===== config.mk =====
export PLATFORM = sky130hd
export DESIGN_NAME = sweep_scan_ctrl_flat
export DESIGN_NICKNAME = d
export VERILOG_FILES = /design/src/rtl/sweep_scan_ctrl_pkg.sv /design/src/rtl/sweep_scan_ctrl_if.sv /design/src/rtl/sweep_scan_ctrl_scan_timer.sv /design/src/rtl/sweep_scan_ctrl.sv /design/src/flat_wrapper.sv
export SDC_FILE = /design/constraint.sdc
export NUM_CORES = 1
export LEC_CHECK = 0
export BUFFER_PORTS_ARGS = -buffer_cell sky130_fd_sc_hd__buf_2
export CAP_MARGIN = 20
export CELL_PAD_IN_SITES_DETAIL_PLACEMENT = 2
export CELL_PAD_IN_SITES_GLOBAL_PLACEMENT = 2
export CORE_ASPECT_RATIO = 1.75
export CORE_UTILIZATION = 34
export DETAILED_ROUTE_END_ITERATION = 16
export PLACE_DENSITY_LB_ADDON = 0.1
export SLEW_MARGIN = 20
export SYNTH_ARGS = -nofsm -noshare
export SYNTH_HDL_FRONTEND = slang
export SYNTH_SLANG_ARGS = --single-unit

===== constraint.sdc =====
create_clock -name CLK -period 2.5 [get_ports CLK]
set_input_delay 0.375 -clock CLK [delete_from_list [all_inputs] [get_ports CLK]]
set_output_delay 0.375 -clock CLK [all_outputs]
set_load 0.01 [all_outputs]

===== src/rtl/sweep_scan_ctrl_pkg.sv =====
// Shared types, constants and helpers for the 4-digit sweep/scan controller.
package sweep_pkg;

  typedef enum logic [1:0] {
    IDLE = 2'd0,
    ON   = 2'd1,
    GAP  = 2'd2
  } state_t;

  localparam int         NDIG    = 4;
  localparam logic [3:0] DIG_OFF = 4'b1111;

  // Width of the shared dwell/gap counter: must hold 8*STEP-1 and BLANK-1,
  // and the on-time limit compare uses one extra bit on top of this.
  function automatic int cnt_width(input int step, input int blank);
    int top;
    top = (8 * step > blank) ? 8 * step : blank;
    return $clog2(top + 1);
  endfunction

  // Hex digit idx of a 16-bit display value; digit 0 is the rightmost nibble.
  function automatic logic [3:0] nib_sel(input logic [15:0] value, input logic [1:0] idx);
    return value[{idx, 2'b00} +: 4];
  endfunction

  // Leading-zero test: digit idx (1..3) is suppressed when it and every
  // digit to its left are zero. Digit 0 is always shown.
  function automatic logic lead_zero(input logic [15:0] value, input logic [1:0] idx);
    logic z;
    z = 1'b1;
    for (int k = 1; k < NDIG; k++) begin
      if (k >= int'(idx)) z = z & (value[4*k +: 4] == 4'h0);
    end
    return (idx != 2'd0) && z;
  endfunction

endpackage


===== src/rtl/sweep_scan_ctrl_if.sv =====
// Control/update/display signal bundle between a host and the scan controller.
interface sweep_scan_ctrl_if;
  logic        en;
  logic [2:0]  bright;
  logic        lzs;
  logic        upd;
  logic [15:0] upd_data;
  logic        upd_ack;
  logic [3:0]  nibble;
  logic        blank;
  logic [3:0]  dig_n;
  logic        frame_start;

  // Host side: drives controls and updates, observes display outputs.
  modport master (
    output en, bright, lzs, upd, upd_data,
    input  upd_ack, nibble, blank, dig_n, frame_start
  );

  // Controller side.
  modport slave (
    input  en, bright, lzs, upd, upd_data,
    output upd_ack, nibble, blank, dig_n, frame_start
  );
endinterface


===== src/rtl/sweep_scan_ctrl_scan_timer.sv =====
// Shared dwell/gap counter. The FSM clears it on every phase change; it
// exposes the next count so the controller can register look-ahead outputs.
module scan_timer
  import sweep_pkg::*;
#(
  parameter int STEP  = 256,
  parameter int BLANK = 16,
  parameter int CW    = cnt_width(STEP, BLANK)
) (
  input  logic          CLK,
  input  logic          RST_N,
  input  logic          clr,
  output logic [CW-1:0] cnt_nxt,
  output logic          dwell_tc,
  output logic          gap_tc
);

  localparam logic [CW-1:0] DWELL_LAST = CW'(8 * STEP - 1);
  localparam logic [CW-1:0] GAP_LAST   = CW'((BLANK > 0) ? BLANK - 1 : 0);

  logic [CW-1:0] cnt;

  assign cnt_nxt  = clr ? '0 : cnt + 1'b1;
  assign dwell_tc = (cnt == DWELL_LAST);
  assign gap_tc   = (BLANK > 0) && (cnt == GAP_LAST);

  // Counter register.
  always_ff @(posedge CLK or negedge RST_N) begin
    // NOTE: non-blocking assignments in clocked blocks so every register
    // samples the pre-edge values, independent of statement order.
    if (!RST_N) cnt <= '0;
    else        cnt <= cnt_nxt;
  end

endmodule


===== src/rtl/sweep_scan_ctrl.sv =====
// Sequencing controller for a 4-digit multiplexed 7-segment display:
// digit scan with blanking gap, PWM brightness, leading-zero suppression
// and frame-aligned double buffering of the 16-bit display value.
// Outputs are registered from the next-state values, so they line up with
// the state the controller is in during the same cycle.
module sweep_scan_ctrl
  import sweep_pkg::*;
#(
  parameter int STEP  = 256,
  parameter int BLANK = 16
) (
  input  logic             CLK,
  input  logic             RST_N,
  sweep_scan_ctrl_if.slave bus
);

  localparam int CW = cnt_width(STEP, BLANK);

  state_t        state, state_d;
  logic [1:0]    idx, idx_d;
  logic [15:0]   active, active_d;
  logic [15:0]   shadow, shadow_d;
  logic          pending, pending_d;
  logic          boundary;
  logic          clr;
  logic [CW-1:0] cnt_d;
  logic          dwell_tc, gap_tc;

  logic [CW:0]   on_lim;
  logic          is_on;
  logic [3:0]    dig_n_d;
  logic [3:0]    nibble_d;
  logic          blank_d;
  logic          ack_d;

  scan_timer #(.STEP(STEP), .BLANK(BLANK), .CW(CW)) u_timer (
    .CLK      (CLK),
    .RST_N    (RST_N),
    .clr      (clr),
    .cnt_nxt  (cnt_d),
    .dwell_tc (dwell_tc),
    .gap_tc   (gap_tc)
  );

  // State register plus display buffers.
  always_ff @(posedge CLK or negedge RST_N) begin
    if (!RST_N) begin
      // NOTE: the value buffers are reset as well, so power-up shows 0 and a
      // value pending at reset is deliberately dropped.
      state   <= IDLE;
      idx     <= 2'd0;
      active  <= 16'h0000;
      shadow  <= 16'h0000;
      pending <= 1'b0;
    end else begin
      state   <= state_d;
      idx     <= idx_d;
      active  <= active_d;
      shadow  <= shadow_d;
      pending <= pending_d;
    end
  end

  // Next state, digit index, counter restart and double-buffer update.
  always_comb begin
    // NOTE: every variable gets a default first so no path infers a latch.
    state_d   = state;
    idx_d     = idx;
    clr       = 1'b0;
    boundary  = 1'b0;
    active_d  = active;
    shadow_d  = shadow;
    pending_d = pending;

    case (state)
      IDLE: begin
        clr   = 1'b1;
        idx_d = 2'd0;
        if (bus.en) begin
          state_d  = ON;
          boundary = 1'b1;
        end
      end
      ON: begin
        if (!bus.en) begin
          state_d = IDLE;
          idx_d   = 2'd0;
          clr     = 1'b1;
        end else if (dwell_tc) begin
          clr = 1'b1;
          if (BLANK == 0) begin
            idx_d    = idx + 2'd1;
            boundary = (idx == 2'd3);
          end else begin
            state_d = GAP;
          end
        end
      end
      GAP: begin
        if (!bus.en) begin
          state_d = IDLE;
          idx_d   = 2'd0;
          clr     = 1'b1;
        end else if (gap_tc) begin
          clr      = 1'b1;
          state_d  = ON;
          idx_d    = idx + 2'd1;
          boundary = (idx == 2'd3);
        end
      end
      default: begin
        state_d = IDLE;
        idx_d   = 2'd0;
        clr     = 1'b1;
      end
    endcase

    // A coincident request wins over an older pending value (last value wins).
    if (boundary && bus.upd) begin
      active_d  = bus.upd_data;
      pending_d = 1'b0;
    end else if (boundary && pending) begin
      active_d  = shadow;
      pending_d = 1'b0;
    end else if (bus.upd) begin
      shadow_d  = bus.upd_data;
      pending_d = 1'b1;
    end
  end

  // Display outputs derived from the state being entered.
  always_comb begin
    on_lim   = ((CW + 1)'(bus.bright) + 1'b1) * (CW + 1)'(STEP);
    is_on    = (state_d == ON) && ({1'b0, cnt_d} < on_lim);
    dig_n_d  = is_on ? ~(4'b0001 << idx_d) : DIG_OFF;
    nibble_d = (state_d == ON) ? nib_sel(active_d, idx_d) : 4'h0;
    blank_d  = !is_on || (bus.lzs && lead_zero(active_d, idx_d));
    ack_d    = boundary && (bus.upd || pending);
  end

  // Output register.
  always_ff @(posedge CLK or negedge RST_N) begin
    if (!RST_N) begin
      bus.dig_n       <= DIG_OFF;
      bus.blank       <= 1'b1;
      bus.nibble      <= 4'h0;
      bus.upd_ack     <= 1'b0;
      bus.frame_start <= 1'b0;
    end else begin
      bus.dig_n       <= dig_n_d;
      bus.blank       <= blank_d;
      bus.nibble      <= nibble_d;
      bus.upd_ack     <= ack_d;
      bus.frame_start <= boundary;
    end
  end

endmodule


===== src/flat_wrapper.sv =====
// flat-port wrapper written by rule: the top's interface ports become plain ports
module sweep_scan_ctrl_flat import sweep_pkg::*;
#(
  parameter int STEP  = 256,
  parameter int BLANK = 16
)
  (CLK, RST_N, bus_en, bus_bright, bus_lzs, bus_upd, bus_upd_data, bus_upd_ack, bus_nibble, bus_blank, bus_dig_n, bus_frame_start);
  sweep_scan_ctrl_if bus_i ();
  input  logic CLK;
  input  logic RST_N;
  input wire logic [$bits(bus_i.en)-1:0] bus_en;
  input wire logic [$bits(bus_i.bright)-1:0] bus_bright;
  input wire logic [$bits(bus_i.lzs)-1:0] bus_lzs;
  input wire logic [$bits(bus_i.upd)-1:0] bus_upd;
  input wire logic [$bits(bus_i.upd_data)-1:0] bus_upd_data;
  output wire logic [$bits(bus_i.upd_ack)-1:0] bus_upd_ack;
  output wire logic [$bits(bus_i.nibble)-1:0] bus_nibble;
  output wire logic [$bits(bus_i.blank)-1:0] bus_blank;
  output wire logic [$bits(bus_i.dig_n)-1:0] bus_dig_n;
  output wire logic [$bits(bus_i.frame_start)-1:0] bus_frame_start;
  assign bus_i.en = bus_en;
  assign bus_i.bright = bus_bright;
  assign bus_i.lzs = bus_lzs;
  assign bus_i.upd = bus_upd;
  assign bus_i.upd_data = bus_upd_data;
  assign bus_upd_ack = bus_i.upd_ack;
  assign bus_nibble = bus_i.nibble;
  assign bus_blank = bus_i.blank;
  assign bus_dig_n = bus_i.dig_n;
  assign bus_frame_start = bus_i.frame_start;
  sweep_scan_ctrl #(.STEP(STEP), .BLANK(BLANK)) u_core (.CLK(CLK), .RST_N(RST_N), .bus(bus_i));
endmodule

==> results.sh <==
export IMPL_outcome="finished with violations"
export IMPL_failed_checks="setup timing"
export IMPL_start_util=0.354
export IMPL_nets=439
export IMPL_cp_cell_sequence="buf_6, or4_4, o41ai_4, buf_6, buf_8, buf_12, a31oi_1, nor2_1, nor2_1, a22oi_1, a21oi_1"
export IMPL_fp_dieW_um=74.1
export IMPL_clk_pin_slew_ps=50
export IMPL_grt_max_degree=61
export IMPL_synth_nets=333
export IMPL_grt_usage=0.261
export IMPL_crit_arrival_ps=2940
export IMPL_coreArea_um2=8730
export IMPL_synth_cell_types=51
export IMPL_drt_wirelength_per_cell_um=25.5
export IMPL_leakage_nw=2.19
export IMPL_grt_pass1_vias=3279
export IMPL_cp_required_ps=2700
export IMPL_yosysTopAreaCell="dfrtp_1"
export IMPL_start_kind="register"
export IMPL_slowest_stage="o41ai_4"
export IMPL_layout_drive_gt1_share=0.496
export IMPL_min_path_type="in -> async"
export IMPL_final_setup_tns_ps=-975
export IMPL_die_h_um=128
export IMPL_drv_slew=0
export IMPL_vias=2952
export IMPL_ctsLongestPathBuffers=2
export IMPL_worstPathMaxFanout=8
export IMPL_grt_overflow=0
export IMPL_finalNonFillerCells=526
export IMPL_rows=45
export IMPL_wl_um=13400
export IMPL_via_per_inst=5.61
export IMPL_yosysSeqAreaShare=0.487
export IMPL_synth_edff_count=0
export IMPL_fin_ws_ps=-243
export IMPL_worstSkewPairLatency_ps=340
export IMPL_dieArea_um2=9500
export IMPL_drc=0
export IMPL_grt_pass1_wl_um=17600
export IMPL_path_class="reg -> reg"
export IMPL_antenna_found_initial=0
export IMPL_cpPeakStageDelay_ps=470
export IMPL_yosys_area_top_type_share=0.445
export IMPL_peakVddDrop_v=0.000423
export IMPL_htreeDepth=3
export IMPL_power_density_nw_per_um2=1090
export IMPL_syn_mean_instance_area_um2=10.3
export IMPL_netlist_instances=299
export IMPL_cts_buffers=9
export IMPL_rsz0062_at_grt="yes"
export IMPL_hold_buffers=0
export IMPL_worstSetupEndpointType="register"
export IMPL_cts_sinks=60
export IMPL_total_power_w=0.00520
export IMPL_finalSetupViolations=17
export IMPL_timing_hold_ws_ps=61.5
export IMPL_ys_warn_count=0
export IMPL_drt_pass1_iter_count=4
export IMPL_hold_viol=0
export IMPL_root_buffer="clkbuf_16"
export IMPL_area_growth_syn_to_layout_pct=54.6
export IMPL_synth_main_ff_cell="dfrtp_1"
export IMPL_tightest_slew_ps=448
export IMPL_period_needed_ps=2740
export IMPL_pin_count=35
export IMPL_place_ws_ps=-237
export IMPL_dp_cells=491
export IMPL_io_buffers=34
export IMPL_dr_first_iter_drc_count=135
export IMPL_ant_nets=0
export IMPL_min_period_over_period=1.10
export IMPL_finalClockSkew_ps=6.43
export IMPL_cts_tree="built"
export IMPL_synth_area_um2=3090
export IMPL_gp_congestion=0.759
export IMPL_post_dp_hpwl_um=7230
export IMPL_relSlewSlack=0.697
export IMPL_synth_seq_cells=60
export IMPL_synthTopCellsByArea="dfrtp_1 (44%), mux2_2 (5.8%), nand3_1 (4.5%), dfstp_2 (4.2%), ha_1 (4.0%)"
export IMPL_drv_cap=0
export IMPL_max_freq_ghz=0.365
export IMPL_diodes=0
export IMPL_postSynth_asyncResetShare=1.00
==> repair_timing <==
item                                    CTS  global route
pin swaps                                21            20
gates resized for setup                  50            53
endpoints found under the setup margin    9            25
cloned                                    0             1
setup buffers                            12             8
==> worst max-delay path: cells and delay by family, from the launching register on <==
family / cells / cell delay [ps]
compound gates: 4 / 910
buf+inv: 4 / 600
flops: 1 / 400
simple gates: 3 / 690
==> report_power, final <==
group	internal, W	switching, W
logic	0.00118	0.00128
clock network	0.000792	0.000446
registers	0.00127	0.000233
==> cell usage after synthesis, types with 5 or more instances <==
master and n:
dfrtp_1 55, nor2_1 32, nand3_1 28, mux2_2 16, nand2b_1 15, inv_1 14
nand2_1 11, a32oi_1 10, ha_1 10, xnor2_1 8, a22oi_1 6, a31oi_1 6
clkbuf_1 6, a21oi_1 5, and3_1 5, dfstp_2 5, nor4_1 5
==> registers in the layout (all words and copies together) (netlist names) <==
| register | count |
|---|---|
| u_core.state | 2 |
| u_core.bus.frame_start | 1 |
| u_core.bus.blank | 1 |
| u_core.u_timer.cnt | 12 |
| u_core.active | 16 |
| u_core.idx | 2 |
| u_core.bus.upd_ack | 1 |
| u_core.pending | 1 |
| u_core.shadow | 16 |
| u_core.bus.nibble | 4 |
| u_core.bus.dig_n | 4 |
==> path summary, 6_finish.rpt <==
check	slack (ps)	end	startpoint	cells after the start
max	-240	u_core.bus.nibble[0]	u_core.u_timer.cnt[7]	11
min	60	u_core.active[5]	RST_N	2
max reg2reg	-240	u_core.bus.nibble[0]	u_core.u_timer.cnt[7]	11
min reg2reg	520	u_core.shadow[3]	u_core.shadow[3]	1
max in group asynchronous	2110	u_core.bus.dig_n[0]	RST_N	2
min in group CLK	290	u_core.shadow[12]	bus_upd_data[12]	2
==> layout by cell type (no fill, tap or decap), types with 5 or more instances in the layout <==
| master | n |
|---|---|
| buf_4 | 55 |
| dfrtp_1 | 55 |
| buf_2 | 34 |
| nor2_1 | 23 |
| nand3_1 | 18 |
| mux2_4 | 16 |
| buf_6 | 16 |
| inv_1 | 14 |
| clkbuf_16 | 10 |
| nand2_1 | 9 |
| nand2b_1 | 9 |
| a32oi_1 | 8 |
| xnor2_1 | 8 |
| ha_1 | 8 |
| nand2b_4 | 6 |
| nand3_2 | 6 |
| nand3_4 | 6 |
| and3_1 | 5 |
| nor2_2 | 5 |
| a22oi_1 | 5 |
| dfstp_2 | 5 |
==> metrics by stage <==
| stage | util | instance area (um2) |
|---|---|---|
| 2_1_floorplan | - | 3110 |
| 3_3_place_gp | 0.434 | 3790 |
| 3_5_place_dp | 0.434 | 3790 |
| 4_1_cts | 0.508 | 4440 |
| 5_1_grt | 0.548 | 4780 |
| 6_report | 0.548 | 4780 |
==> per-layer routing <==
metal | wire (um) | GRT usage | part of all wire | up-vias
met4 | 750 | 0.165 | 0.056 | 0
met3 | 355 | 0.0464 | 0.026 | 45
met2 | 7900 | 0.494 | 0.59 | 73
met5 | 0 | 0 | 0 | -
li1 | - | - | - | 1294
met1 | 4410 | 0.244 | 0.33 | 1540
==> layout make-up <==
cell class / instances / area [um2]
timing repair buffer: 110 / 863
fill: 859 / 3950
tap: 117 / 146
clock inverter: 2 / 35.0
inverter: 14 / 52.6
sequential: 60 / 1510
clock buffer: 13 / 250
multi-input combinational: 210 / 1930
==> cell families after synthesis <==
logic type / after synthesis / share of synthesized area
DFF: 60 / 0.487
adders and majority gates: 10 / 0.0405
AOI/OAI and AO/OA: 56 / 0.142
xor gates and xnor gates: 12 / 0.0340
and+or+nand+nor: 115 / 0.193
buffers and inverters: 29 / 0.0417
muxes: 17 / 0.0615
No activity file was read; power rests on OpenSTA's default activity.
